`src/rtl/sys_defs.svh`:
```
// System-wide defaults shared by the decoder blocks.
`ifndef SYS_DEFS_SVH
`define SYS_DEFS_SVH
`define CH 3
`define BLK_LEN 64
`endif

```
`src/rtl/dc_pred_decoder_pkg.sv`:
```
// Shared constants and types for the DC prediction decoder.
`include "sys_defs.svh"

package dc_pred_decoder_pkg;
  localparam int DEF_NUM_CH  = `CH;
  localparam int DEF_BLK_LEN = `BLK_LEN;

  typedef enum logic {
    COEF_AC = 1'b0,
    COEF_DC = 1'b1
  } coef_kind_e;
endpackage

```
`src/rtl/dc_sat_add.sv`:
```
// Widening signed add with clamp to the COEF_W signed range.
module dc_sat_add #(
  parameter int COEF_W = 12
) (
  input  logic signed [COEF_W-1:0] a,
  input  logic signed [COEF_W-1:0] b,
  output logic signed [COEF_W-1:0] sum,
  output logic                     clamped
);
  logic signed [COEF_W:0] wide;

  always_comb begin
    wide    = {a[COEF_W-1], a} + {b[COEF_W-1], b};
    sum     = wide[COEF_W-1:0];
    clamped = 1'b0;
    // Top two bits disagree only when the result left the narrow range.
    if (wide[COEF_W] != wide[COEF_W-1]) begin
      clamped = 1'b1;
      if (wide[COEF_W]) sum = {1'b1, {(COEF_W-1){1'b0}}};
      else              sum = {1'b0, {(COEF_W-1){1'b1}}};
    end
  end
endmodule

```
`src/rtl/dc_pred_decoder.sv`:
```
// Per-component DC prediction: DC diffs are accumulated into a predictor, AC passes through.
// Handshake: a beat moves when valid && ready; in_ready = !out_valid || out_ready; out_* hold while stalled.
module dc_pred_decoder
  import dc_pred_decoder_pkg::*;
#(
  parameter int NUM_CH  = DEF_NUM_CH,
  parameter int COEF_W  = 12,
  parameter int BLK_LEN = DEF_BLK_LEN,
  localparam int CH_W   = $clog2(NUM_CH + 1),
  localparam int IDX_W  = (BLK_LEN > 1) ? $clog2(BLK_LEN) : 1
) (
  input  logic                     clk,
  input  logic                     rst,
  input  logic                     in_valid,
  output logic                     in_ready,
  input  logic signed [COEF_W-1:0] in_value,
  input  logic [CH_W-1:0]          in_ch,
  input  logic                     restart,
  output logic                     out_valid,
  input  logic                     out_ready,
  output logic signed [COEF_W-1:0] out_value,
  output logic [CH_W-1:0]          out_ch,
  output logic                     out_dc,
  output logic                     out_last,
  output logic                     err_ch,
  output logic                     sat
);
  localparam logic [CH_W-1:0]  NUM_CH_L = CH_W'(NUM_CH);
  localparam logic [IDX_W-1:0] LAST_IDX = IDX_W'(BLK_LEN - 1);

  logic signed [COEF_W-1:0] pred_q [NUM_CH];
  logic signed [COEF_W-1:0] pred_d [NUM_CH];
  logic [IDX_W-1:0]         idx_q, idx_d;
  logic [CH_W-1:0]          ch_q, ch_d;
  logic                     out_valid_q, out_valid_d;
  logic signed [COEF_W-1:0] out_value_q, out_value_d;
  logic [CH_W-1:0]          out_ch_q, out_ch_d;
  logic                     out_dc_q, out_dc_d;
  logic                     out_last_q, out_last_d;
  logic                     err_ch_q, err_ch_d;
  logic                     sat_q, sat_d;

  logic                     accept;
  coef_kind_e               kind;
  logic                     ch_ok;
  logic signed [COEF_W-1:0] pred_rd;
  logic signed [COEF_W-1:0] dc_sum;
  logic                     dc_clamped;
  logic                     pred_we;
  logic [CH_W-1:0]          pred_wa;

  assign in_ready  = !out_valid_q || out_ready;
  assign accept    = in_valid && in_ready;
  assign kind      = (idx_q == '0) ? COEF_DC : COEF_AC;
  assign ch_ok     = in_ch < NUM_CH_L;

  assign out_valid = out_valid_q;
  assign out_value = out_value_q;
  assign out_ch    = out_ch_q;
  assign out_dc    = out_dc_q;
  assign out_last  = out_last_q;
  assign err_ch    = err_ch_q;
  assign sat       = sat_q;

  always_comb begin
    pred_rd = '0;
    for (int i = 0; i < NUM_CH; i++) begin
      if (in_ch == CH_W'(i)) pred_rd = pred_q[i];
    end
  end

  dc_sat_add #(.COEF_W(COEF_W)) u_sat_add (
    .a       (in_value),
    .b       (pred_rd),
    .sum     (dc_sum),
    .clamped (dc_clamped)
  );

  always_comb begin
    idx_d       = idx_q;
    ch_d        = ch_q;
    out_valid_d = out_valid_q;
    out_value_d = out_value_q;
    out_ch_d    = out_ch_q;
    out_dc_d    = out_dc_q;
    out_last_d  = out_last_q;
    err_ch_d    = err_ch_q;
    sat_d       = sat_q;
    pred_we     = 1'b0;
    pred_wa     = in_ch;

    if (accept) begin
      out_valid_d = 1'b1;
      out_last_d  = (idx_q == LAST_IDX);
      idx_d       = (idx_q == LAST_IDX) ? '0 : idx_q + 1'b1;
      out_value_d = in_value;
      if (kind == COEF_DC) begin
        ch_d     = in_ch;
        out_ch_d = in_ch;
        out_dc_d = 1'b1;
        if (ch_ok) begin
          out_value_d = dc_sum;
          pred_we     = 1'b1;
          sat_d       = sat_q | dc_clamped;
        end else begin
          err_ch_d = 1'b1;
        end
      end else begin
        out_ch_d = ch_q;
        out_dc_d = 1'b0;
      end
    end else if (out_ready) begin
      out_valid_d = 1'b0;
    end

    // Restart wins over whatever the coincident beat did to idx and predictors.
    if (restart) idx_d = '0;
  end

  always_comb begin
    for (int i = 0; i < NUM_CH; i++) begin
      pred_d[i] = pred_q[i];
      if (restart)                             pred_d[i] = '0;
      else if (pred_we && pred_wa == CH_W'(i)) pred_d[i] = dc_sum;
    end
  end

  always_ff @(posedge clk) begin
    if (rst) begin
      for (int i = 0; i < NUM_CH; i++) pred_q[i] <= '0;
      idx_q       <= '0;
      ch_q        <= '0;
      out_valid_q <= 1'b0;
      out_value_q <= '0;
      out_ch_q    <= '0;
      out_dc_q    <= 1'b0;
      out_last_q  <= 1'b0;
      err_ch_q    <= 1'b0;
      sat_q       <= 1'b0;
    end else begin
      for (int i = 0; i < NUM_CH; i++) pred_q[i] <= pred_d[i];
      idx_q       <= idx_d;
      ch_q        <= ch_d;
      out_valid_q <= out_valid_d;
      out_value_q <= out_value_d;
      out_ch_q    <= out_ch_d;
      out_dc_q    <= out_dc_d;
      out_last_q  <= out_last_d;
      err_ch_q    <= err_ch_d;
      sat_q       <= sat_d;
    end
  end
endmodule

```
`config.mk`:
```
export PLATFORM = sky130hd
export DESIGN_NAME = dc_pred_decoder
export DESIGN_NICKNAME = d
export VERILOG_FILES = /design/src/rtl/dc_pred_decoder_pkg.sv /design/src/rtl/dc_sat_add.sv /design/src/rtl/dc_pred_decoder.sv
export VERILOG_INCLUDE_DIRS = /design/src /design/src/rtl
export SDC_FILE = /design/constraint.sdc
export NUM_CORES = 1
export LEC_CHECK = 0
export CAP_MARGIN = 25
export CORE_MARGIN = 4
export CORE_UTILIZATION = 51
export DETAILED_ROUTE_END_ITERATION = 6
export GPL_TIMING_DRIVEN = 0
export PLACE_DENSITY_LB_ADDON = 0.05
export RECOVER_POWER = 100
export SKIP_LAST_GASP = 1
export SYNTH_ARGS = -nofsm -noshare
export SYNTH_HDL_FRONTEND = slang
export SYNTH_SLANG_ARGS = --single-unit
```
`constraint.sdc`:
```
create_clock -name clk -period 4.4 [get_ports clk]
set_input_delay 1.32 -clock clk [delete_from_list [all_inputs] [get_ports clk]]
set_output_delay 1.32 -clock clk [all_outputs]
set_load 0.02 [all_outputs]
```
==> impl_metrics.env, run 1 <==
export IMPL_vias=3156
export IMPL_synth_cell_type_count=54
export IMPL_cp_arrival_ns=4.52
export IMPL_via_per_inst=5.834
export IMPL_synthToLayoutAreaGrowth_pct=24.05
export IMPL_cts_buffers=9
export IMPL_n_fill_cell=545
export IMPL_skew_ns=0.009546
export IMPL_antenna_cells=0
export IMPL_layout_min_cycle_time_ns=4.264
export IMPL_die_h_um=88.92
export IMPL_finalSetupViolations=0
export IMPL_ir_drop_v=0.0002158
export IMPL_rsz0062_at_grt="no"
export IMPL_hold_ws_ns=0.4572
export IMPL_clkTransAtPathRegs_ns=0.07
export IMPL_finalWirelength_um=9127
export IMPL_p_leak_nw=1.560
export IMPL_reg2reg_depth=10
export IMPL_synth_edff_count=0
export IMPL_wl_per_cell_um=16.87
export IMPL_netlist_instances=404
export IMPL_globalplace_congestion=0.9371
export IMPL_postRouteAntennaNets=0
export IMPL_synth_warnings=0
export IMPL_hp_class="flip-flop to flip-flop"
export IMPL_clockBufferDepth=2
export IMPL_rows=29
export IMPL_clk_latency_ns=0.35
export IMPL_synth_top_area_share_pct=36.57
export IMPL_drv_slew=0
export IMPL_cts_hold_buf=0
export IMPL_fmax_ghz=0.2345
export IMPL_synthArstFlopShare_pct=0
export IMPL_hold_depth=2
export IMPL_slew_headroom_pct=52.98
export IMPL_synth_top_flop_cell="dfxtp_1"
export IMPL_placeableCoreArea_um2=6350
export IMPL_worstSetupPathType="input pin to flip-flop"
export IMPL_required_ns=4.65
export IMPL_multi_input_area_um2=2008
export IMPL_critPathLaunchType="input pin"
export IMPL_start_util_pct=52.59
export IMPL_place_ws_ns=-0.9268
export IMPL_grt_usage_pct=25.11
export IMPL_ys_ff_latch=61
export IMPL_syn_area_per_cell_um2=8.266
export IMPL_cp_max_fo=10
export IMPL_firstDrtPassIters=5
export IMPL_cts_tree="yes"
export IMPL_h_tree_depth=3
export IMPL_yosysTopAreaCell="dfxtp_1"
export IMPL_yosys_top_cells_area="dfxtp_1 37%, nor2_1 7.4%, a211oi_1 6.3%"
export IMPL_regArea_um2=1221
export IMPL_p_per_area_nw_per_um2=343.5
export IMPL_final_nets=494
export IMPL_dieArea_um2=7907
export IMPL_cts_sinks=61
export IMPL_overflow=0
export IMPL_antenna_found_initial=0
export IMPL_setup_ws_ns=0.1358
export IMPL_end_kind="flip-flop"
export IMPL_detailed_place_hpwl_um=6693
export IMPL_ys_seq_area_share_pct=36.57
export IMPL_finalCritPeriodShare_pct=96.91
export IMPL_synth_cell_area_um2=3339
export IMPL_fp_dieW_um=88.92
export IMPL_drt_drc_violations_left=0
export IMPL_status="complete, no violations"
export IMPL_grt_pass1_wl_um=15080
export IMPL_drv_cap=0
export IMPL_hold_viol=0
export IMPL_grt_pass1_vias=2963
export IMPL_layout_drive_gt1_share_pct=11.85
export IMPL_cts_root_buf="clkbuf_8"
export IMPL_drt_iter0_drc=257
export IMPL_grt_max_degree=13
export IMPL_portBuffers=37
export IMPL_ios=39
export IMPL_tightest_slew_ns=0.7053
export IMPL_syn_nets=439
[cell usage in the layout, fill, tap and decap left out, types with 3 or more instances in the layout]
master / n
a211oi_1: 28
a21o_1: 3
a21oi_1: 28
buf_2: 3
buf_4: 8
clkbuf_1: 15
clkbuf_8: 10
clkdlybuf4s50_1: 15
dfxtp_1: 61
dlygate4sd3_1: 21
ha_1: 13
inv_1: 9
maj3_2: 8
mux2i_1: 14
nand2_1: 40
nand2b_1: 4
nand3_1: 11
nand4_1: 3
nor2_1: 65
nor3_1: 4
o21ai_0: 25
or3_1: 3
xnor2_1: 6
xor2_1: 6
[power breakdown]
| group | switching (W) | internal (W) | leakage (nW) |
|---|---|---|---|
| logic | 0.000162 | 0.000108 | 0.957 |
| clock network | 0.000249 | 0.000320 | 0.106 |
| registers | 0.0000103 | 0.000574 | 0.497 |
[synth_stat cells (6+ instances only)]
library cell,count
a211oi_1,28
a21oi_1,29
clkbuf_1,17
dfxtp_1,61
ha_1,15
inv_1,9
maj3_2,8
mux2i_1,14
nand2_1,40
nand3_1,11
nor2_1,66
o21ai_0,27
xnor2_1,6
xor2_1,6
[timing repair]
item / in CTS / in global routing
pin swaps: 4 / 3
setup buffers: 6 / 1
gates cloned: 0 / 0
resized for setup: 14 / 9
setup endpoints to repair: 49 / 15
[stage by stage]
stage | cell area, µm² | util, % | power, W | TNS [ns] | cells
floorplan | 3343 | - | 0.0007644 | 0 | 404
global placement | 3810 | 60.00 | 0.0008575 | -37.31 | 518
detailed placement | 3810 | 60.00 | 0.0008609 | -37.42 | 518
CTS | 4120 | 64.89 | 0.001435 | 0 | 540
global route | 4143 | 65.24 | 0.001489 | 0 | 541
finish | 4143 | 65.24 | 0.001423 | 0 | 541
[kinds of logic (layout without fill, tap and decap cells)]
| logic type | count (synthesis) | after routing | synth area share, % |
|---|---|---|---|
| AOI/OAI and AO/OA | 113 | 113 | 23.34 |
| xor gates and xnor gates | 12 | 12 | 3.147 |
| muxes | 14 | 14 | 4.196 |
| adders and majority gates | 26 | 26 | 9.517 |
| DFF | 61 | 61 | 36.57 |
| buffers and inverters | 34 | 94 | 4.196 |
| and+or+nand+nor | 144 | 144 | 19.03 |
[registers in the layout (all words and copies together), names as in the netlist]
register   flops
idx_q          6
out_valid      1
pred_q        36
out_ch         2
sat            1
err_ch         1
out_last       1
out_value     12
out_dc         1
[worst max-delay path: stages]
cell	delay [ns]
clkdlybuf4s15_1	0.26
buf_6	0.17
clkbuf_8	0.20
mux2i_1	0.23
o21ai_0	0.11
ha_1	0.39
nand3_1	0.14
a211o_1	0.37
a21o_1	0.18
and2_1	0.13
buf_2	0.19
maj3_1	0.49
a2111oi_2	0.33
[final timing paths]
kind | startpoint | endpoint | slack [ns]
worst max-delay path | in_ch[1] | out_value[4] | 0.14
worst min-delay path | out_ch[1] | out_ch[1] | 0.46
worst max register to register | pred_q[0][25] | out_value[2] | 1.30
worst min register to register | out_ch[1] | out_ch[1] | 0.46
[metal layers]
layer	wire length (µm)	global-route usage [%]	share of wire, %	vias to the layer above
met4	190	9.615	2.1	0
li1	-	-	-	1553
met1	4107	32.65	45	1501
met3	421	5.530	4.6	16
met5	0	0	0	-
met2	4408	40.69	48	86
[area by class of cell]
class | instances | area share, %
inverter | 9 | 0.8155
tap | 77 | 2.326
timing repair buffer | 44 | 10.21
clock inverter | 7 | 2.356
multi-input combinational | 309 | 48.47
clock buffer | 9 | 2.990
buffer | 25 | 3.352
sequential | 61 | 29.48
No activity file was read; power rests on OpenSTA's default activity.
==> run 2: changes to the inputs <==
- ABC_AREA: unset -> 0
- ABC_CLOCK_PERIOD_IN_PS: unset -> 4400
==> results of run 2 <==
The final DEF is identical to that of run 1; final timing and power are the same.
==> run 3: changes to the inputs <==
- PLACE_DENSITY: unset -> 0.77
- PLACE_DENSITY_LB_ADDON: 0.05 -> unset
==> impl_metrics.env, run 3 (synthesis results as in run 1) <==
export IMPL_rr_startpoint="pred_q[0][30]"
export IMPL_grt_pass1_wl_um=14850
export IMPL_min_to="out_ch[0]"
export IMPL_final_cell_mix="65 x nor2_1, 61 x dfxtp_1, 40 x nand2_1"
export IMPL_critPathLaunchType="input pin"
export IMPL_critPathBufInv=5
export IMPL_placeableCoreArea_um2=6350
export IMPL_rsz0062_at_grt="yes"
export IMPL_p_leak_nw=1.571
export IMPL_cp_max_fo=10
export IMPL_drt_drc_violations_left=0
export IMPL_synthToLayoutAreaGrowth_pct=23.60
export IMPL_slowest_delay_ns=0.53
export IMPL_drt_iter0_drc=316
export IMPL_h_tree_depth=3
export IMPL_r2r_slack_ns=1.32
export IMPL_wl_per_cell_um=17.32
export IMPL_finalCritPeriodShare_pct=98.22
export IMPL_slew_headroom_pct=44.76
export IMPL_grt_max_degree=11
export IMPL_hold_ws_ns=0.4553
export IMPL_final_nets=497
export IMPL_min_delay_start="out_ch[0]"
export IMPL_cp_top_family="buffers and inverters"
export IMPL_skew_ns=0.009161
export IMPL_overflow=0
export IMPL_layout_min_cycle_time_ns=4.322
export IMPL_status="complete, no violations"
export IMPL_p_total_w=0.001355
export IMPL_rows=29
export IMPL_clk_latency_ns=0.34
export IMPL_n_fill_cell=548
export IMPL_hp_class="flip-flop to flip-flop"
export IMPL_reg2reg_depth=11
export IMPL_place_ws_ns=-0.8777
export IMPL_regMostFlops="pred_q"
export IMPL_firstDrtPassIters=5
export IMPL_largest_reg_flops=36
export IMPL_required_ns=4.64
export IMPL_grt_usage_pct=24.73
export IMPL_globalplace_congestion=0.9803
export IMPL_hold_viol=0
export IMPL_finalSetupViolations=0
export IMPL_end_kind="flip-flop"
export IMPL_p_per_area_nw_per_um2=328.2
export IMPL_ios=39
export IMPL_setup_ws_ns=0.07813
export IMPL_final_common_cell="nor2_1"
export IMPL_ir_drop_v=0.0002235
export IMPL_fp_dieW_um=88.92
export IMPL_cts_root_buf="clkbuf_8"
export IMPL_cts_buffers=9
export IMPL_portBuffers=37
export IMPL_antenna_found_initial=0
export IMPL_cts_sinks=61
export IMPL_critPathSlowestCell="or4_1"
export IMPL_drv_cap=0
export IMPL_vias=3256
export IMPL_start_util_pct=52.59
export IMPL_drv_slew=0
export IMPL_hold_depth=2
export IMPL_cp_arrival_ns=4.56
export IMPL_tightest_slew_ns=0.8255
export IMPL_worstSetupPathType="input pin to flip-flop"
export IMPL_clockBufferDepth=2
export IMPL_postRouteAntennaNets=0
export IMPL_antenna_cells=0
export IMPL_path_cells="clkdlybuf4s15_1 -> buf_6 -> buf_4 -> mux2i_1 -> o21ai_0 -> ha_1 -> buf_4 -> nand4_1 -> a21oi_1 -> or4_1 -> and3_4 -> buf_6 -> maj3_2 -> a2111oi_4"
export IMPL_cts_tree="yes"
export IMPL_via_per_inst=5.985
export IMPL_cts_hold_buf=0
export IMPL_detailed_place_hpwl_um=6644
export IMPL_finalWirelength_um=9423
export IMPL_fmax_ghz=0.2314
export IMPL_die_h_um=88.92
export IMPL_dieArea_um2=7907
export IMPL_clkTransAtPathRegs_ns=0.07
export IMPL_grt_pass1_vias=2919
export IMPL_r2r_end="out_value[6]"
export IMPL_layout_drive_gt1_share_pct=12.21
==> run 3: repair_timing <==
item | CTS | global route
setup buffers | 6 | 5
gates resized for setup | 8 | 12
cloned | 0 | 0
pin swaps | 2 | 4
setup endpoints to repair | 49 | 43
==> run 3: final cells by class <==
class	instances	area (µm²)	share of cell area, %
plain buffers	24	133.9	3.243
clock buffers	12	145.1	3.516
clock inverters	4	47.55	1.152
inverters	9	33.78	0.8184
multi-input cells	309	1997	48.38
flip-flops and latches	61	1221	29.58
well taps	77	96.34	2.334
repair buffers	48	452.9	10.97
==> run 3: per-layer routing <==
layer | up-vias | wire (µm) | track usage (%) | part of all wire (%)
met2 | 117 | 4332 | 39.27 | 46
met4 | 0 | 265 | 8.104 | 2.8
met1 | 1551 | 4161 | 34.09 | 44
met5 | - | 0 | 0 | 0
met3 | 26 | 664 | 4.332 | 7.0
li1 | 1562 | - | - | -
==> run 3: power breakdown <==
part	switching [W]	leakage [nW]	internal (W)
clock	0.000218	0.0964	0.000276
combinational	0.000165	0.977	0.000110
sequential	0.0000118	0.497	0.000574
total	0.000395	1.57	0.000960
==> run 3: worst reg2reg max path, stage by stage, from the launching register on <==
cell       delay (ns)
dfxtp_1          0.34
mux2i_1          0.10
o21ai_0          0.35
ha_1             0.34
buf_4            0.15
nand4_1          0.08
a21oi_1          0.06
or4_1            0.53
and3_4           0.18
buf_6            0.15
maj3_2           0.41
a2111oi_4        0.30
==> run 3: how the worst max path moves through the flow <==
stage              from            to  slack (ns)  depth (start not counted)
5_1_grt        in_ch[1]  out_value[6]       -0.02                         13
2_1_floorplan  in_ch[0]  out_value[2]        0.03                         14
6_report       in_ch[1]  out_value[6]        0.08                         14
4_1_cts        in_ch[0]  out_value[6]        0.02                         14
3_5_place_dp   in_ch[1]  out_value[6]       -0.88                         13
3_3_place_gp   in_ch[1]  out_value[6]       -0.86                         13
==> run 3: metrics by stage <==
step	setup TNS (ns)	cells	area [µm²]	utilization (%)
3_5_place_dp	-34.60	518	3810	60.00
6_report	0	544	4128	65.00
2_1_floorplan	0	404	3343	-
4_1_cts	0	540	4073	64.14
3_3_place_gp	-33.28	518	3810	60.00
5_1_grt	-0.03557	544	4128	65.00
